===== src/rtl/button_pulser.sv =====
// Two-button front end: synchronise, debounce and turn each accepted press into a
// single-cycle shift pulse, with a left-priority lockout between the two buttons.

module button_pulser_chan #(
  parameter int unsigned          CNT_WIDTH       = 20,
  parameter logic [CNT_WIDTH-1:0] DEBOUNCE_CYCLES = 20'd500000
) (
  input  logic clk,
  input  logic reset,
  input  logic s2_i,
  input  logic force_idle_i,
  output logic held_o,
  output logic accept_o,
  output logic pulse_o
);

  typedef enum logic [1:0] {
    IDLE      = 2'd0,
    ARMING    = 2'd1,
    HELD      = 2'd2,
    RELEASING = 2'd3
  } state_e;

  localparam logic [CNT_WIDTH-1:0] ONE = CNT_WIDTH'(1);

  state_e               state_q, state_d;
  logic [CNT_WIDTH-1:0] cnt_q, cnt_d;
  logic                 acc_q, pulse_q;

  always_ff @(posedge clk) begin
    if (reset) begin
      state_q <= IDLE;
      cnt_q   <= '0;
      acc_q   <= 1'b0;
      pulse_q <= 1'b0;
    end else begin
      state_q <= state_d;
      cnt_q   <= cnt_d;
      acc_q   <= accept_o;
      pulse_q <= acc_q;
    end
  end

  always_comb begin
    state_d  = state_q;
    cnt_d    = cnt_q;
    accept_o = 1'b0;
    if (force_idle_i) begin
      // The other channel owns the shifter; restart from scratch once it lets go.
      state_d = IDLE;
      cnt_d   = '0;
    end else begin
      case (state_q)
        IDLE: begin
          cnt_d = '0;
          if (s2_i) begin
            state_d = ARMING;
            cnt_d   = ONE;
          end
        end
        ARMING: begin
          if (!s2_i) begin
            state_d = IDLE;
            cnt_d   = '0;
          end else if (cnt_q == DEBOUNCE_CYCLES) begin
            state_d  = HELD;
            cnt_d    = '0;
            accept_o = 1'b1;
          end else begin
            cnt_d = cnt_q + ONE;
          end
        end
        HELD: begin
          if (!s2_i) begin
            state_d = RELEASING;
            cnt_d   = ONE;
          end
        end
        RELEASING: begin
          if (s2_i) begin
            state_d = HELD;
            cnt_d   = '0;
          end else if (cnt_q == DEBOUNCE_CYCLES) begin
            state_d = IDLE;
            cnt_d   = '0;
          end else begin
            cnt_d = cnt_q + ONE;
          end
        end
        default: begin
          state_d = IDLE;
          cnt_d   = '0;
        end
      endcase
    end
  end

  assign held_o  = (state_q == HELD) || (state_q == RELEASING);
  assign pulse_o = pulse_q;

endmodule

module button_pulser #(
  parameter int unsigned          CNT_WIDTH       = 20,
  parameter logic [CNT_WIDTH-1:0] DEBOUNCE_CYCLES = 20'd500000
) (
  input  logic       clk,
  input  logic       reset,
  input  logic       btn_left_raw,
  input  logic       btn_right_raw,
  output logic       shift_left,
  output logic       shift_right,
  output logic [1:0] held
);

  // Bit 1 = left, bit 0 = right, matching the held output.
  logic [1:0] s1_q, s2_q;
  logic       held_l, held_r, acc_l, acc_r, force_l, force_r;

  always_ff @(posedge clk) begin
    if (reset) begin
      s1_q <= 2'b00;
      s2_q <= 2'b00;
    end else begin
      s1_q <= {btn_left_raw, btn_right_raw};
      s2_q <= s1_q;
    end
  end

  // Left also blocks right on the very edge it accepts, so left wins a tie.
  assign force_l = held_r;
  assign force_r = held_l | acc_l;

  button_pulser_chan #(
    .CNT_WIDTH      (CNT_WIDTH),
    .DEBOUNCE_CYCLES(DEBOUNCE_CYCLES)
  ) u_left (
    .clk         (clk),
    .reset       (reset),
    .s2_i        (s2_q[1]),
    .force_idle_i(force_l),
    .held_o      (held_l),
    .accept_o    (acc_l),
    .pulse_o     (shift_left)
  );

  button_pulser_chan #(
    .CNT_WIDTH      (CNT_WIDTH),
    .DEBOUNCE_CYCLES(DEBOUNCE_CYCLES)
  ) u_right (
    .clk         (clk),
    .reset       (reset),
    .s2_i        (s2_q[0]),
    .force_idle_i(force_r),
    .held_o      (held_r),
    .accept_o    (acc_r),
    .pulse_o     (shift_right)
  );

  assign held = {held_l, held_r};

endmodule


===== config.mk =====
export PLATFORM = sky130hd
export DESIGN_NAME = button_pulser
export DESIGN_NICKNAME = d
export VERILOG_FILES = /design/src/rtl/button_pulser.sv
export SDC_FILE = /design/constraint.sdc
export NUM_CORES = 1
export LEC_CHECK = 0
export BUFFER_PORTS_ARGS = -buffer_cell sky130_fd_sc_hd__buf_2
export CAP_MARGIN = 20
export CORE_AREA = 5 5 97 122
export CTS_CLUSTER_DIAMETER = 80
export CTS_CLUSTER_SIZE = 20
export DETAILED_ROUTE_END_ITERATION = 16
export DIE_AREA = 0 0 102 127
export GPL_TIMING_DRIVEN = 0
export PLACE_DENSITY = 0.43
export SLEW_MARGIN = 10
export SYNTH_ARGS = -nofsm -noshare
export SYNTH_HDL_FRONTEND = slang
export SYNTH_SLANG_ARGS = --single-unit

===== constraint.sdc =====
create_clock -name clk -period 2.3 [get_ports clk]
set_input_delay 0.46 -clock clk [delete_from_list [all_inputs] [get_ports clk]]
set_output_delay 0.46 -clock clk [all_outputs]
set_load 0.05 [all_outputs]

**Yosys cells after proc, flatten, opt, wreduce, memory -nomap -nowiden**

Index checks and enable logic that the tools add are counted.
W data, S select, Z words.

- Register bits after elaboration: 52
- Bits of input ports: 4
- Output and inout port bits: 4
- Logic and storage cells: 71

- Add/subtract/negate cells: 2
- Equal/unequal tests: 16
- Mux-type cells: 31
- Bitwise logic cells: 3
- Reduce and logical (&&, ||, !) cells: 9

Operators by type and width:

| cell | count |
|---|---|
| $mux W20 | 8 |
| $pmux W20 S4 | 2 |
| $add A20 B1 Y20 const B | 2 |
| $eq A20 B19 Y1 const B | 2 |
| $mux W2 | 12 |
| $pmux W2 S4 | 2 |
| $ne A3 B2 Y1 const B | 4 |
| $eq A2 B2 Y1 const B | 4 |
| $ne A2 B2 Y1 const B | 4 |
| $reduce_and A4 Y1 | 2 |
| $mux W1 | 7 |
| $eq A2 B1 Y1 const B | 2 |
| $logic_not A2 Y1 | 2 |
| $reduce_or A2 Y1 | 2 |
| $reduce_or A4 Y1 | 1 |
| $logic_or A1 B1 Y1 | 2 |
| $not A1 Y1 | 2 |
| $or A1 B1 Y1 | 1 |

**Depth between registers and ports, before layout**

- Depth after elaboration: 7
- Depth in mapped cells: 9
- Depth with buffers taken out: 7

**Modules after synthesis**

Synthesis repeated with hierarchy kept, for this count alone.

- Cell total of the unflattened synthesis: 350
- Area total of the unflattened synthesis: 2,832.7 um^2

Modules (own cells, without submodules):

| module | times used | cells each | area each (um^2) |
|---|---|---|---|
| button_pulser_chan (u_right) | 1 | 174 | 1,378.8 |
| button_pulser_chan (u_left) | 1 | 165 | 1,327.5 |
| button_pulser | 1 | 11 | 126.4 |

**Worst setup path after synthesis**

OpenSTA, ideal clock, no wires.

- Kind: flip-flop to flip-flop
- From: register u_right.cnt_q[7]
- To: register (tool-made name)
- Arrival: 1.987 ns
- Data required time: 2.185 ns
- Slack: 0.199 ns
- Cell stages (with the launch flop): 6
- Path buffers: 0
- Path through: dfxtp_1 > or4_1 > or4_4 > or4_4 > mux2i_1 > nor2_1

RTL lines:

| element | RTL line | RTL |
|---|---|---|
| start, declared | 27 | `logic [CNT_WIDTH-1:0] cnt_q, cnt_d;` |
| start signal, assigned | 38 | `cnt_q <= cnt_d;` |

==> results.yml <==
run_status:
  run_status: "completed"
placement:
  dp_cells: 427
  place_area_mm2: 0.00267
  port_buffers: 6
  gp_congestion: 0.734
  dp_hpwl_um: 3590
power:
  p_total_w: 0.00170
  p_leak_nw: 0.906
  powerDensity_mw_per_mm2: 590
  vdd_ir_drop_max_mv: 0.303
timing:
  tightest_slew_ns: 0.727
  fin_crit_ns: 2.22
  timing.final.crit_share_pct: 96.7
  slew_violations: 0
  rsz0062_at_grt: "false"
  slew_headroom_pct: 51.4
  final_hold_viol_count: 0
  max_freq_ghz: 0.450
  fin_worst_skew_ns: 0.00904
  setup-violations-final: 0
synthesis:
  synthSimpleGateAreaFrac_pct: 33.1
  synth_cell_type_count: 41
  synth_nets: 297
  ys_ff_latch: 52
  syn_inst: 289
  syn_avg_cell_area_um2: 8.52
  synth_top_family_by_area: "simple AND/OR/NAND/NOR gates"
  syn_area_mm2: 0.00246
  ys_seq_area_share_pct: 42.3
  synth_xor_area_share_pct: 12.8
  synthAdderAreaFrac_pct: 2.03
  synthMuxAreaShare_pct: 0.813
  yosysWarningCount: 0
  synth-compound-area-share_pct: 4.72
drt:
  dr.pass1.iters: 4
  num_vias: 1927
  via_per_inst: 4.41
  wirelength_um: 5020
  drc: 0
  drt_iter0_markers: 43
  wire_per_inst_um: 11.5
  drtAntennaViolNets: 0
clocking:
  clkLatencyLatePin_ns: 0.29
  cts_root_buf: "clkbuf_16"
  tritoncts: "done"
  cts.sinks: 52
  htreeDepth: 2
  numCtsBuffers: 5
  clk_pin_slew_ns: 0.07
  clk_path_buf_depth: 2
global_route:
  met1_usage_pct: 9.77
  grt_use_total_pct: 8.37
  met3_usage_pct: 1.96
  grt_pass1_vias: 1922
  antenna_found_initial: 0
  gr-usage-met2_pct: 14.6
  grt_max_degree: 16
  grt-busiest-layer: "met2"
  overflow: 0
  grt_pass1_wl_um: 8830
final_layout:
  area_growth_pct: 17.0
  multi_input_area_mm2: 0.00137
  area.sequential_mm2: 0.00104
  fillers: 1133
  diodes: 0
  instances_no_fill: 437
  final_cell_area_mm2: 0.00288
  final_util_pct: 27.6
  final_layout_size_suffix_gt1_share_pct: 12.1
  layout.nets: 312
hold_path:
  hold_path.startpoint: "btn_left_raw"
  worstHoldPathType: "input port to flop"
  whs_path_depth: 2
  hold_end: "s1_q[1]"
critical_path:
  required_ns: 2.49
  reg2reg_from: "u_right.cnt_q[7]"
  arrival_ns: 2.41
  startpoint_type: "flop"
  path_class: "flop to flop"
  r2r_slack_ns: 0.08
  critical_path.max_fanout: 4
  ff2ff_path_depth: 5
  worstSetupEndpointType: "flop"
job:
  cap_violations: 0
die:
  die-area_mm2: 0.0130
  fp.coreArea_mm2: 0.0105
  rows: 42
  start_util_pct: 23.6
  dieWidth_um: 102
  fp.dieH_um: 127
  ioPinCount: 8
## repair_timing
action	in CTS	in global routing
pin swaps	1	1
resized for setup	3	7
hold buffers	0	0
buffers inserted	1	1
endpoints found under the setup margin	20	13
## worst max path at each step
stage / from / endpoint / cells past startpoint
global route: flop / u_left.cnt_q[16] / 8
finish: u_right.cnt_q[7] / flop / 5
floorplan: u_right.cnt_q[7] / flop / 5
global placement: flop / u_left.cnt_q[17] / 7
detailed placement: u_left.cnt_q[2] / u_left.cnt_q[13] / 6
CTS: u_right.cnt_q[7] / u_right.cnt_q[7] / 7
## power breakdown
part,total [W],internal [W],switching (W)
Sequential,0.000909,0.000905,0.00000404
Clock,0.000767,0.000434,0.000333
Combinational,0.0000237,0.0000102,0.0000135
Total,0.00170,0.00135,0.000350
## layer usage
layer	part of all wire (%)	up-vias
met5	0	-
met4	1.8	0
met3	1.8	7
met2	51	8
met1	46	896
li1	-	1016
## area by class of cell
cell class	instances	area share [%]
buffer	15	2.91
clock buffer	7	4.95
clock inverter	1	0.260
inverter	8	1.04
multi-input combinational	214	47.4
sequential	52	36.2
tap	132	5.73
timing repair buffer	8	1.56
## worst max-delay path: stages, from the launching register on
cell and delay (ns):
dfxtp_1 0.35, or4_1 0.52, or4_4 0.52, or4_4 0.52, mux2i_1 0.17, nor2_1 0.05
## stage by stage
stage                     hold slack, ns  setup TNS [ns]  setup WS, ns
after floorplan                    0.414               0         0.199
after global placement             0.421           -2.49        -0.221
after detailed placement           0.427           -1.53        -0.128
after CTS                          0.373               0        0.0110
after global routing               0.398               0       0.00323
final                              0.379               0        0.0758
## sequential cells by signal, indices dropped and copies added, names as in the netlist, named ones only
signal and count:
u_left.cnt_q 20, u_right.cnt_q 20, s1_q 2, s2_q 2, u_left.acc_q 1, u_left.pulse_o 1
u_left.state_q 1, u_right.acc_q 1, u_right.pulse_o 1, u_right.state_q 1
## Yosys cell counts
master,count,area (um2)
dfxtp_1,52,1040
nor2_1,48,180
nand2_1,22,82.6
nand3_1,21,105
xor2_1,20,175
xnor2_1,16,140
nand4_1,10,62.6
nor3_1,10,50.1
inv_1,8,30.0
clkbuf_1,7,26.3
a21oi_1,6,30.0
nor2b_1,6,37.5
nor4_1,5,31.3
buf_2,4,20.0
buf_4,4,30.0
ha_1,4,50.1
nand3b_1,4,30.0
or4_1,4,30.0
and3_1,3,18.8
nor3b_1,3,22.5
o21ai_0,3,15.0
a31oi_1,2,12.5
and3b_1,2,17.5
and4_1,2,17.5
mux2i_1,2,20.0
nand2b_1,2,12.5
nor3_2,2,20.0
nor4b_1,2,17.5
or4_4,2,22.5
or4b_2,2,20.0
a211o_1,1,8.76
a211oi_1,1,7.51
a21bo_2,1,10.0
a21boi_0,1,7.51
a311oi_1,1,8.76
and2_1,1,6.26
and2b_2,1,8.76
o21a_1,1,7.51
o21ai_2,1,8.76
or4b_1,1,10.0
or4bb_1,1,11.3
## cells by family (layout without fill, tap and decap cells)
logic type	count (synthesis)	count (layout)
adders and majority gates	4	4
buffers and inverters	23	39
DFF	52	52
AOI/OAI and AO/OA	18	18
muxes	2	2
and+or+nand+nor	154	154
xor gates and xnor gates	36	36
## cells in the final DEF, fill, tap and decap left out, types with 5 or more instances in the layout
master / n
a21oi_1: 6
buf_2: 10
clkbuf_1: 8
clkbuf_16: 5
dfxtp_1: 51
inv_1: 8
nand2_1: 22
nand3_1: 21
nand4_1: 10
nor2_1: 48
nor2b_1: 6
nor3_1: 9
xnor2_1: 16
xor2_1: 20
Power figures use the tool's default switching activity.
